--- config.mk ---
export PLATFORM = sky130hd
export DESIGN_NAME = dac_sweep_gen
export DESIGN_NICKNAME = d
export VERILOG_FILES = /design/src/rtl/dac_sweep_gen.sv
export SDC_FILE = /design/constraint.sdc
export NUM_CORES = 1
export LEC_CHECK = 0
export CAP_MARGIN = 5
export CORE_MARGIN = 2
export CORE_UTILIZATION = 55
export DETAILED_ROUTE_END_ITERATION = 10
export PLACE_DENSITY_LB_ADDON = 0.1
export SLEW_MARGIN = 25
export SYNTH_ARGS = -nofsm -noshare
export SYNTH_HDL_FRONTEND = slang
export SYNTH_SLANG_ARGS = --single-unit
export TNS_END_PERCENT = 20
--- constraint.sdc ---
create_clock -name clk -period 14.05 [get_ports clk]
set_input_delay 2.81 -clock clk [delete_from_list [all_inputs] [get_ports clk]]
set_output_delay 2.81 -clock clk [all_outputs]
set_load 0.03 [all_outputs]
--- src/rtl/dac_sweep_gen.sv ---
// dac_sweep_gen: multi-channel DAC sweep generator (sawtooth / triangle).
// One state machine (IDLE -> LOAD -> RUN) paces every channel; each
// channel steps independently between the shared limits lo and hi.
// Channel 0 alone defines the sweep period and the done pulse.
//
// Optional build macro: DAC_SWEEP_OFFSET_BINARY_EN
//   defined   -> dac_data presents each sample in offset binary (MSB inverted)
//   undefined -> dac_data presents the two's-complement sample unchanged
//
// Handshake: start and stop are single-cycle requests sampled on the rising
// clock edge. There is no back-pressure. data_valid is a one-cycle
// qualifier for dac_data, and done/err are one-cycle event pulses.
//
// Timing: the edge that accepts start loads lo into every channel, so
// dac_data = lo with data_valid high in the following (LOAD) cycle. The
// dwell counter runs from that same edge, so every sample, the first one
// included, is held for dwell+1 cycles.
module dac_sweep_gen #(
  parameter int WIDTH   = 16,
  parameter int NCH     = 2,
  parameter int DWELL_W = 16
) (
  input  logic                    clk,
  input  logic                    reset,
  input  logic                    start,
  input  logic                    stop,
  input  logic                    mode,
  input  logic                    continuous,
  input  logic signed [WIDTH-1:0] lo,
  input  logic signed [WIDTH-1:0] hi,
  input  logic [NCH*WIDTH-1:0]    step,
  input  logic [DWELL_W-1:0]      dwell,
  output logic [NCH*WIDTH-1:0]    dac_data,
  output logic                    data_valid,
  output logic                    busy,
  output logic                    done,
  output logic                    err,
  output logic [1:0]              dbg_state
);

  // Two guard bits keep value+step and value-step free of overflow.
  localparam int AW = WIDTH + 2;

  typedef enum logic [1:0] {
    S_IDLE = 2'd0,
    S_LOAD = 2'd1,
    S_RUN  = 2'd2
  } state_t;

  state_t state_q, state_d;

  // Configuration captured when a sweep is accepted.
  logic                    mode_q;
  logic                    cont_q;
  logic signed [WIDTH-1:0] lo_q;
  logic signed [WIDTH-1:0] hi_q;
  logic [NCH*WIDTH-1:0]    step_q;
  logic [DWELL_W-1:0]      dwell_q;

  // Sweep state: dwell counter, per-channel sample and direction (1 = down).
  logic [DWELL_W-1:0]      cnt_q;
  logic signed [WIDTH-1:0] samp_q [NCH];
  logic [NCH-1:0]          dir_q;
  logic                    valid_q;
  logic                    done_q;
  logic                    err_q;

  // Combinational helpers.
  logic                    start_ok;
  logic                    start_bad;
  logic                    tick;
  logic                    done_evt;
  logic signed [WIDTH-1:0] nxt_samp [NCH];
  logic [NCH-1:0]          nxt_dir;

  // Request decode: stop always wins over start.
  always_comb begin
    start_ok  = start && !stop && (lo < hi);
    start_bad = start && !stop && !(lo < hi);
    tick      = (state_q != S_IDLE) && (cnt_q == dwell_q);
  end

  // Next sample and direction for every channel, plus channel 0's end-of-period.
  always_comb begin
    logic signed [AW-1:0] cur;
    logic signed [AW-1:0] stp;
    logic signed [AW-1:0] lo_x;
    logic signed [AW-1:0] hi_x;
    logic signed [AW-1:0] up_sum;
    logic signed [AW-1:0] dn_sum;
    logic signed [AW-1:0] up_val;
    logic signed [AW-1:0] dn_val;
    lo_x     = {{2{lo_q[WIDTH-1]}}, lo_q};
    hi_x     = {{2{hi_q[WIDTH-1]}}, hi_q};
    done_evt = 1'b0;
    for (int k = 0; k < NCH; k++) begin
      cur    = {{2{samp_q[k][WIDTH-1]}}, samp_q[k]};
      stp    = {2'b00, step_q[k*WIDTH +: WIDTH]};
      up_sum = cur + stp;
      dn_sum = cur - stp;
      up_val = (up_sum > hi_x) ? hi_x : up_sum;
      dn_val = (dn_sum < lo_x) ? lo_x : dn_sum;
      nxt_dir[k]  = dir_q[k];
      nxt_samp[k] = samp_q[k];
      if (!mode_q) begin
        // Sawtooth: climb with clamp at hi, then jump back to lo.
        nxt_dir[k]  = 1'b0;
        nxt_samp[k] = (cur == hi_x) ? lo_q : up_val[WIDTH-1:0];
      end else if (!dir_q[k]) begin
        // Triangle rising: turn around once hi has been reached.
        if (cur == hi_x) begin
          nxt_dir[k]  = 1'b1;
          nxt_samp[k] = dn_val[WIDTH-1:0];
        end else begin
          nxt_samp[k] = up_val[WIDTH-1:0];
        end
      end else begin
        // Triangle falling: turn around once lo has been reached.
        if (cur == lo_x) begin
          nxt_dir[k]  = 1'b0;
          nxt_samp[k] = up_val[WIDTH-1:0];
        end else begin
          nxt_samp[k] = dn_val[WIDTH-1:0];
        end
      end
    end
    if (!mode_q) begin
      done_evt = (samp_q[0] == hi_q);
    end else begin
      done_evt = nxt_dir[0] && (nxt_samp[0] == lo_q);
    end
  end

  // FSM state register.
  always_ff @(posedge clk or posedge reset) begin
    if (reset) begin
      state_q <= S_IDLE;
    end else begin
      state_q <= state_d;
    end
  end

  // FSM next-state logic.
  always_comb begin
    state_d = state_q;
    case (state_q)
      S_IDLE: begin
        if (start_ok) state_d = S_LOAD;
      end
      S_LOAD, S_RUN: begin
        if (stop) begin
          state_d = S_IDLE;
        end else if (tick && done_evt && !cont_q) begin
          state_d = S_IDLE;
        end else begin
          state_d = S_RUN;
        end
      end
      default: state_d = S_IDLE;
    endcase
  end

  // FSM outputs and output formatting of the sample registers.
  always_comb begin
    busy       = (state_q != S_IDLE);
    dbg_state  = state_q;
    data_valid = valid_q;
    done       = done_q;
    err        = err_q;
    dac_data   = '0;
    for (int k = 0; k < NCH; k++) begin
`ifdef DAC_SWEEP_OFFSET_BINARY_EN
      dac_data[k*WIDTH +: WIDTH] = {~samp_q[k][WIDTH-1], samp_q[k][WIDTH-2:0]};
`else
      dac_data[k*WIDTH +: WIDTH] = samp_q[k];
`endif
    end
  end

  // Datapath: config capture, dwell counting, sample updates and pulses.
  always_ff @(posedge clk or posedge reset) begin
    if (reset) begin
      mode_q  <= 1'b0;
      cont_q  <= 1'b0;
      lo_q    <= '0;
      hi_q    <= '0;
      step_q  <= '0;
      dwell_q <= '0;
      cnt_q   <= '0;
      dir_q   <= '0;
      valid_q <= 1'b0;
      done_q  <= 1'b0;
      err_q   <= 1'b0;
      for (int k = 0; k < NCH; k++) samp_q[k] <= '0;
    end else begin
      valid_q <= 1'b0;
      done_q  <= 1'b0;
      err_q   <= 1'b0;
      if (state_q == S_IDLE) begin
        if (start_ok) begin
          mode_q  <= mode;
          cont_q  <= continuous;
          lo_q    <= lo;
          hi_q    <= hi;
          step_q  <= step;
          dwell_q <= dwell;
          cnt_q   <= '0;
          dir_q   <= '0;
          valid_q <= 1'b1;
          for (int k = 0; k < NCH; k++) samp_q[k] <= lo;
        end else if (start_bad) begin
          err_q <= 1'b1;
        end
      end else if (!stop) begin
        if (tick) begin
          cnt_q   <= '0;
          dir_q   <= nxt_dir;
          valid_q <= 1'b1;
          done_q  <= done_evt;
          for (int k = 0; k < NCH; k++) samp_q[k] <= nxt_samp[k];
        end else begin
          cnt_q <= cnt_q + DWELL_W'(1);
        end
      end
    end
  end

endmodule

-- Word level (Yosys, flattened, before mapping)
Cells that the tools add are included.
- output and inout port bits: 38
- flip-flop bits (word level): 137
- bits of input ports: 86
- logic and storage cells: 101
- reductions and logical operators: 17
- eq/ne operators: 11
- multiplexer cells: 49
- $lt $le $gt $ge: 5
- add/subtract/negate cells: 5
- operators by type and width (operator ; count):
    16-bit two-way mux ; 18
    32-bit two-way mux ; 4
    16-bit == test ; 7
    16-bit by 17-bit adder with 18-bit output ; 2
    18-bit by 16-bit greater-than comparator with 1-bit output ; 2
    18-bit by 16-bit < comparator with 1-bit output ; 2
    16-bit by 17-bit subtractor with 18-bit output ; 2
    1-bit two-way mux ; 19
    16-bit by 1-bit adder with 16-bit output (second input constant) ; 1
    16-bit < comparator ; 1
    2-bit two-way mux ; 7
    1-bit logical AND ; 7
    2-bit one-hot mux with 2 select lines ; 1
    2-bit AND reduction ; 2
    2-bit nonzero test ; 2
    1-bit logical NOT ; 3
    3-bit AND reduction ; 1
    2-bit by 1-bit == test with 1-bit output (second input constant) ; 1
    2-bit == test (second input constant) ; 1
    2-bit logical NOT ; 1
    2-bit by 1-bit inequality test with 1-bit output (second input constant) ; 1
    2-bit inequality test (second input constant) ; 1
    2-bit OR reduction ; 1

-- Depth between registers and ports, before layout
- depth after elaboration: 14
- depth in mapped cells: 27
- mapped depth without buffers: 25

-- Worst setup path after synthesis
Ideal clock, no wire load.
- kind: input port to flip-flop
- from: input port hi[4]
- to: register step_q[10]
- path slack: 8.826 ns
- stages on the path: 13
- arrival time: 5.099 ns
- setup time: 0.125 ns
- cells stage by stage: inv_1 -> ha_1 -> a21o_1 -> a21o_1 -> a21oi_1 -> o21ai_1 -> a21oi_1 -> o31ai_1 -> a21oi_1 -> o21bai_1 -> clkbuf_1 -> buf_1 -> mux2_2
- cells in the longest elaborated chain, start to end: 3
- RTL lines (what ; RTL line ; RTL):
    start, declared ; 30 ; input logic signed [WIDTH-1:0] hi,
    16-bit < comparator ; 78 ; start_ok = start && !stop && (lo < hi);
    1-bit logical AND ; 78 ;
    2-bit AND reduction (no line) ; - ;
    end signal, assigned ; 205 ; step_q <= step;
    end, declared ; 57 ; logic [NCH*WIDTH-1:0] step_q;
No other way between the ends.
A chain may end at the register's enable or synchronous reset.

-- Final worst setup path
- from: input port lo[4]
- to: register samp_q, in the netlist dac_data[20]
- cells in the longest elaborated chain, start to end: 4
- elaborated cells between the ends (all ways): 6
- classes of those cells: 1 x order compare; 1 x eq/ne; 2 x mux; 2 x reduce/logical
- RTL lines (what ; RTL line ; RTL):
    start, declared ; 29 ; input logic signed [WIDTH-1:0] lo,
    16-bit < comparator ; 78 ;
    1-bit logical AND ; 78 ;
    2-bit inequality test (no line) ; - ;
    3-bit AND reduction (no line) ; - ;
    end, declared ; 62 ; logic signed [WIDTH-1:0] samp_q [NCH];
Parallel ways exist; a longest one is shown, timed or not. The select of a mux whose other input is x is not followed.

==> run_results.csv <==
group,metric,value,unit
global_routing,grt_antenna_before_repair,0,
cells_and_area,finish.utilization,64.3,%
clock_tree,clock-sinks,137,
critical_path,crit_path_frequent_cell,"a21oi_1",
worst_hold_path,holdPathEnd,"dwell_q[11]",
timing,skew,0.0141,ns
die,dieWidth,159,µm
timing,final_hold_viol_count,0,
global_routing,grt_pass1_wl,65600,µm
place,io_buffers,123,
cells_and_area,ff_latch_area,3430,µm²
synthesis,synthFlopType,"dfrtp_1",
critical_path,end_kind,"register",
critical_path,worst_ep_arrival_time,6.78,ns
global_routing,grt_overflow,0,
synthesis,synth_area_leaders,"dfrtp_1, ha_1, mux2_2, xnor2_1, inv_1",
critical_path,required,14.40,ns
synthesis,synth_top_cell_area_share,26.0,%
synthesis,post-synth-top-count-cell,"ha_1",
outcome,status,"finished, final reports clean",
clock_tree,clk_latency,0.45,ns
cells_and_area,fillers,2097,
job,maxCapViolations,0,
synthesis,synth_top_area_cell,"dfrtp_1",
critical_path,cpPeakStageDelay,0.71,ns
clock_tree,cts_buffers,17,
synthesis,seq_area_frac_synth,26.0,%
critical_path,critical_path.top_delay_family,"buffers and inverters",
route,first_iter_violations,1248,
die,die_h,159,µm
route,viasPerCell,6.27,
critical_path,ff2ff_setup_slack,7.68,ns
synthesis,synth_mux_area_share,7.59,%
clock_tree,cts_tree,"yes",
place,gp_congestion,0.990,
synthesis,synthDistinctLibCells,85,
global_routing,grt_pass1_vias,11422,
timing,worst_pin_slew,1.00,ns
critical_path,start_kind,"primary input",
route,dr.pass1.iters,5,
clock_tree,cts_resized,0,
route,postRouteAntennaNets,0,
die,core_area,23500,µm²
critical_path,critical_path_class,"primary input to register",
cells_and_area,multi_input_area,8880,µm²
synthesis,synthXorXnorAreaFrac,9.35,%
timing,tns,0,ns
die,rows,56,
critical_path,crit_slowest_cell,"buf_4",
clock_tree,path_clk_slew,0.07,ns
synthesis,synth_compound_area_share,20.7,%
timing,drv_slew,0,
synthesis,syn_inst,1530,
timing,max_freq,156,MHz
cells_and_area,fin_area,15100,µm²
clock_tree,postCtsHoldBufs,0,
die,start_util,56.1,%
critical_path,cp_max_fo,62,
route,routedWlPerCell,22.2,µm
critical_path,timing.rr.end,"dbg_state[1]",
timing,period_share,45.8,%
critical_path,crit_chain,"clkdlybuf4s50_1 -> ha_1 -> a21o_1 -> a21o_1 -> a21oi_1 -> o21ai_1 -> a21oi_1 -> o31ai_1 -> a21oi_1 -> o21bai_4 -> buf_4 -> buf_4 -> nor3_1 -> o21bai_1 -> a41oi_1",
die,io_pins,124,
synthesis,yosys_warnings,0,
timing,hold_ws,0.532,ns
die,dieArea,25300,µm²
timing,setup_violations,0,
worst_hold_path,min_path_cells,1,
worst_hold_path,hp-start,"dwell_q[11]",
synthesis,synth_edf_count,0,
synthesis,synthArstFlopShare,100,%
synthesis,syn-cell-area,13200,µm²
synthesis,yosys.area_share.simple,14.3,%
place,place_area,14600,µm²
critical_path,timing.rr.start,"dac_data[4]",
cells_and_area,area_growth,14.7,%
global_routing,grt_max_degree,75,
route,wl,42900,µm
timing,min_period,6.43,ns
place,hpwl,32600,µm
clock_tree,root_buffer,"clkbuf_16",
cells_and_area,n_antenna_cell,0,
synthesis,ys_ff_latch,137,
synthesis,synth_top_family_by_area,"compound AO/OA/AOI/OAI gates",
cells_and_area,nets,1848,
synthesis,synth_common_cells,"ha_1, dfrtp_1, inv_1",
critical_path,reg2reg_depth,22,
timing,rsz0062_at_grt,"false",
synthesis,synth_nets,1774,
clock_tree,cts_setup_buffers,0,
route,vias,12143,
clock_tree,cts_buffer_depth,2,
synthesis,synth_adder_area_share,15.2,%
critical_path,critPathBufInv,3,
cells_and_area,drive_above_1_share,9.09,%
critical_path,crit_start,"lo[4]",
clock_tree,htree_num_levels,4,
global_routing,grt_usage,33.3,%
route,drc,0,
synthesis,avgSynthCellArea,8.63,µm²
worst_hold_path,min-delay-path-class,"register to register",
timing,maxSlewHeadroom,32.6,%
==> cell families (layout without fill, tap and decap cells) <==
family                     Yosys count  after routing
AOI/OAI and AO/OA                  402            402
xor gates and xnor gates           141            141
adders and majority gates          158            158
buffers and inverters              218            305
DFF                                137            137
muxes                               89             89
and+or+nand+nor                    385            385
==> metal layers <==
| layer | up-vias | global-route usage [%] | wire length (µm) |
|---|---|---|---|
| met2 | 595 | 51.3 | 19100 |
| li1 | 5666 | - | - |
| met3 | 91 | 6.62 | 3490 |
| met4 | 0 | 11.8 | 1380 |
| met5 | - | 0 | 0 |
| met1 | 5791 | 46.9 | 19000 |
==> stage by stage <==
step	setup WS (ns)	instances
detailed placement	7.20	1904
global placement	7.34	1904
CTS	7.65	1936
floorplan	7.57	1530
global route	7.28	1936
finish	7.62	1936
==> placed cells by master, fill, tap and decap left out, types with 6 or more instances in the layout <==
cell type        synthesis  layout
nor3_1                  39      39
clkbuf_16                0      17
o22ai_1                 13      13
a21oi_1                101     101
inv_1                  135     134
nand2b_1                23      23
inv_6                    0       6
mux2_2                  77      77
a21o_1                  20      20
nor4_1                  20      20
a41oi_1                  6       6
a31oi_1                 21      21
ha_1                   154     154
o21bai_1                18      17
nand2_1                 87      86
o31ai_1                 10      10
a211oi_1                25      25
dfrtp_1                137     137
or3_1                   12      12
nor2b_1                 18      18
xor2_1                  57      57
clkdlybuf4s50_1          0     123
buf_4                    0      12
o211ai_1                11      11
xnor2_1                 84      84
a2111oi_0               15      15
mux2i_1                  9       8
a221oi_1                12      12
nor2_1                 106     106
o21a_1                  12      12
o21ai_0                 59      59
nand3_1                 24      24
nand4_1                 28      28
==> flip-flops by register name, indices dropped and copies added (netlist names) <==
name and count:
dac_data 32, dir_q 2, done 1, lo_q 16, mode_q 1, hi_q 16, dbg_state 2, data_valid 1
step_q 32, dwell_q 16, cont_q 1, err 1, cnt_q 16
==> area by class of cell <==
class | instances | area share [%]
clock buffer | 17 | 2.81
clock inverter | 15 | 1.04
inverter | 137 | 3.43
multi-input combinational | 1175 | 58.7
sequential | 137 | 22.6
tap | 319 | 2.64
timing repair buffer | 136 | 8.80
==> worst max path at each step <==
stage,endpoint,slack [ns],depth (start not counted)
2_1_floorplan,cnt_q[0],7.57,1
3_3_place_gp,lo_q[3],7.34,13
3_5_place_dp,step_q[25],7.20,13
4_1_cts,dac_data[20],7.65,15
5_1_grt,dac_data[20],7.28,15
6_report,dac_data[20],7.62,15
Power is left out: the tool's default activity adds up to more than one toggle a clock period on the data nets, which glitch-free logic cannot reach.
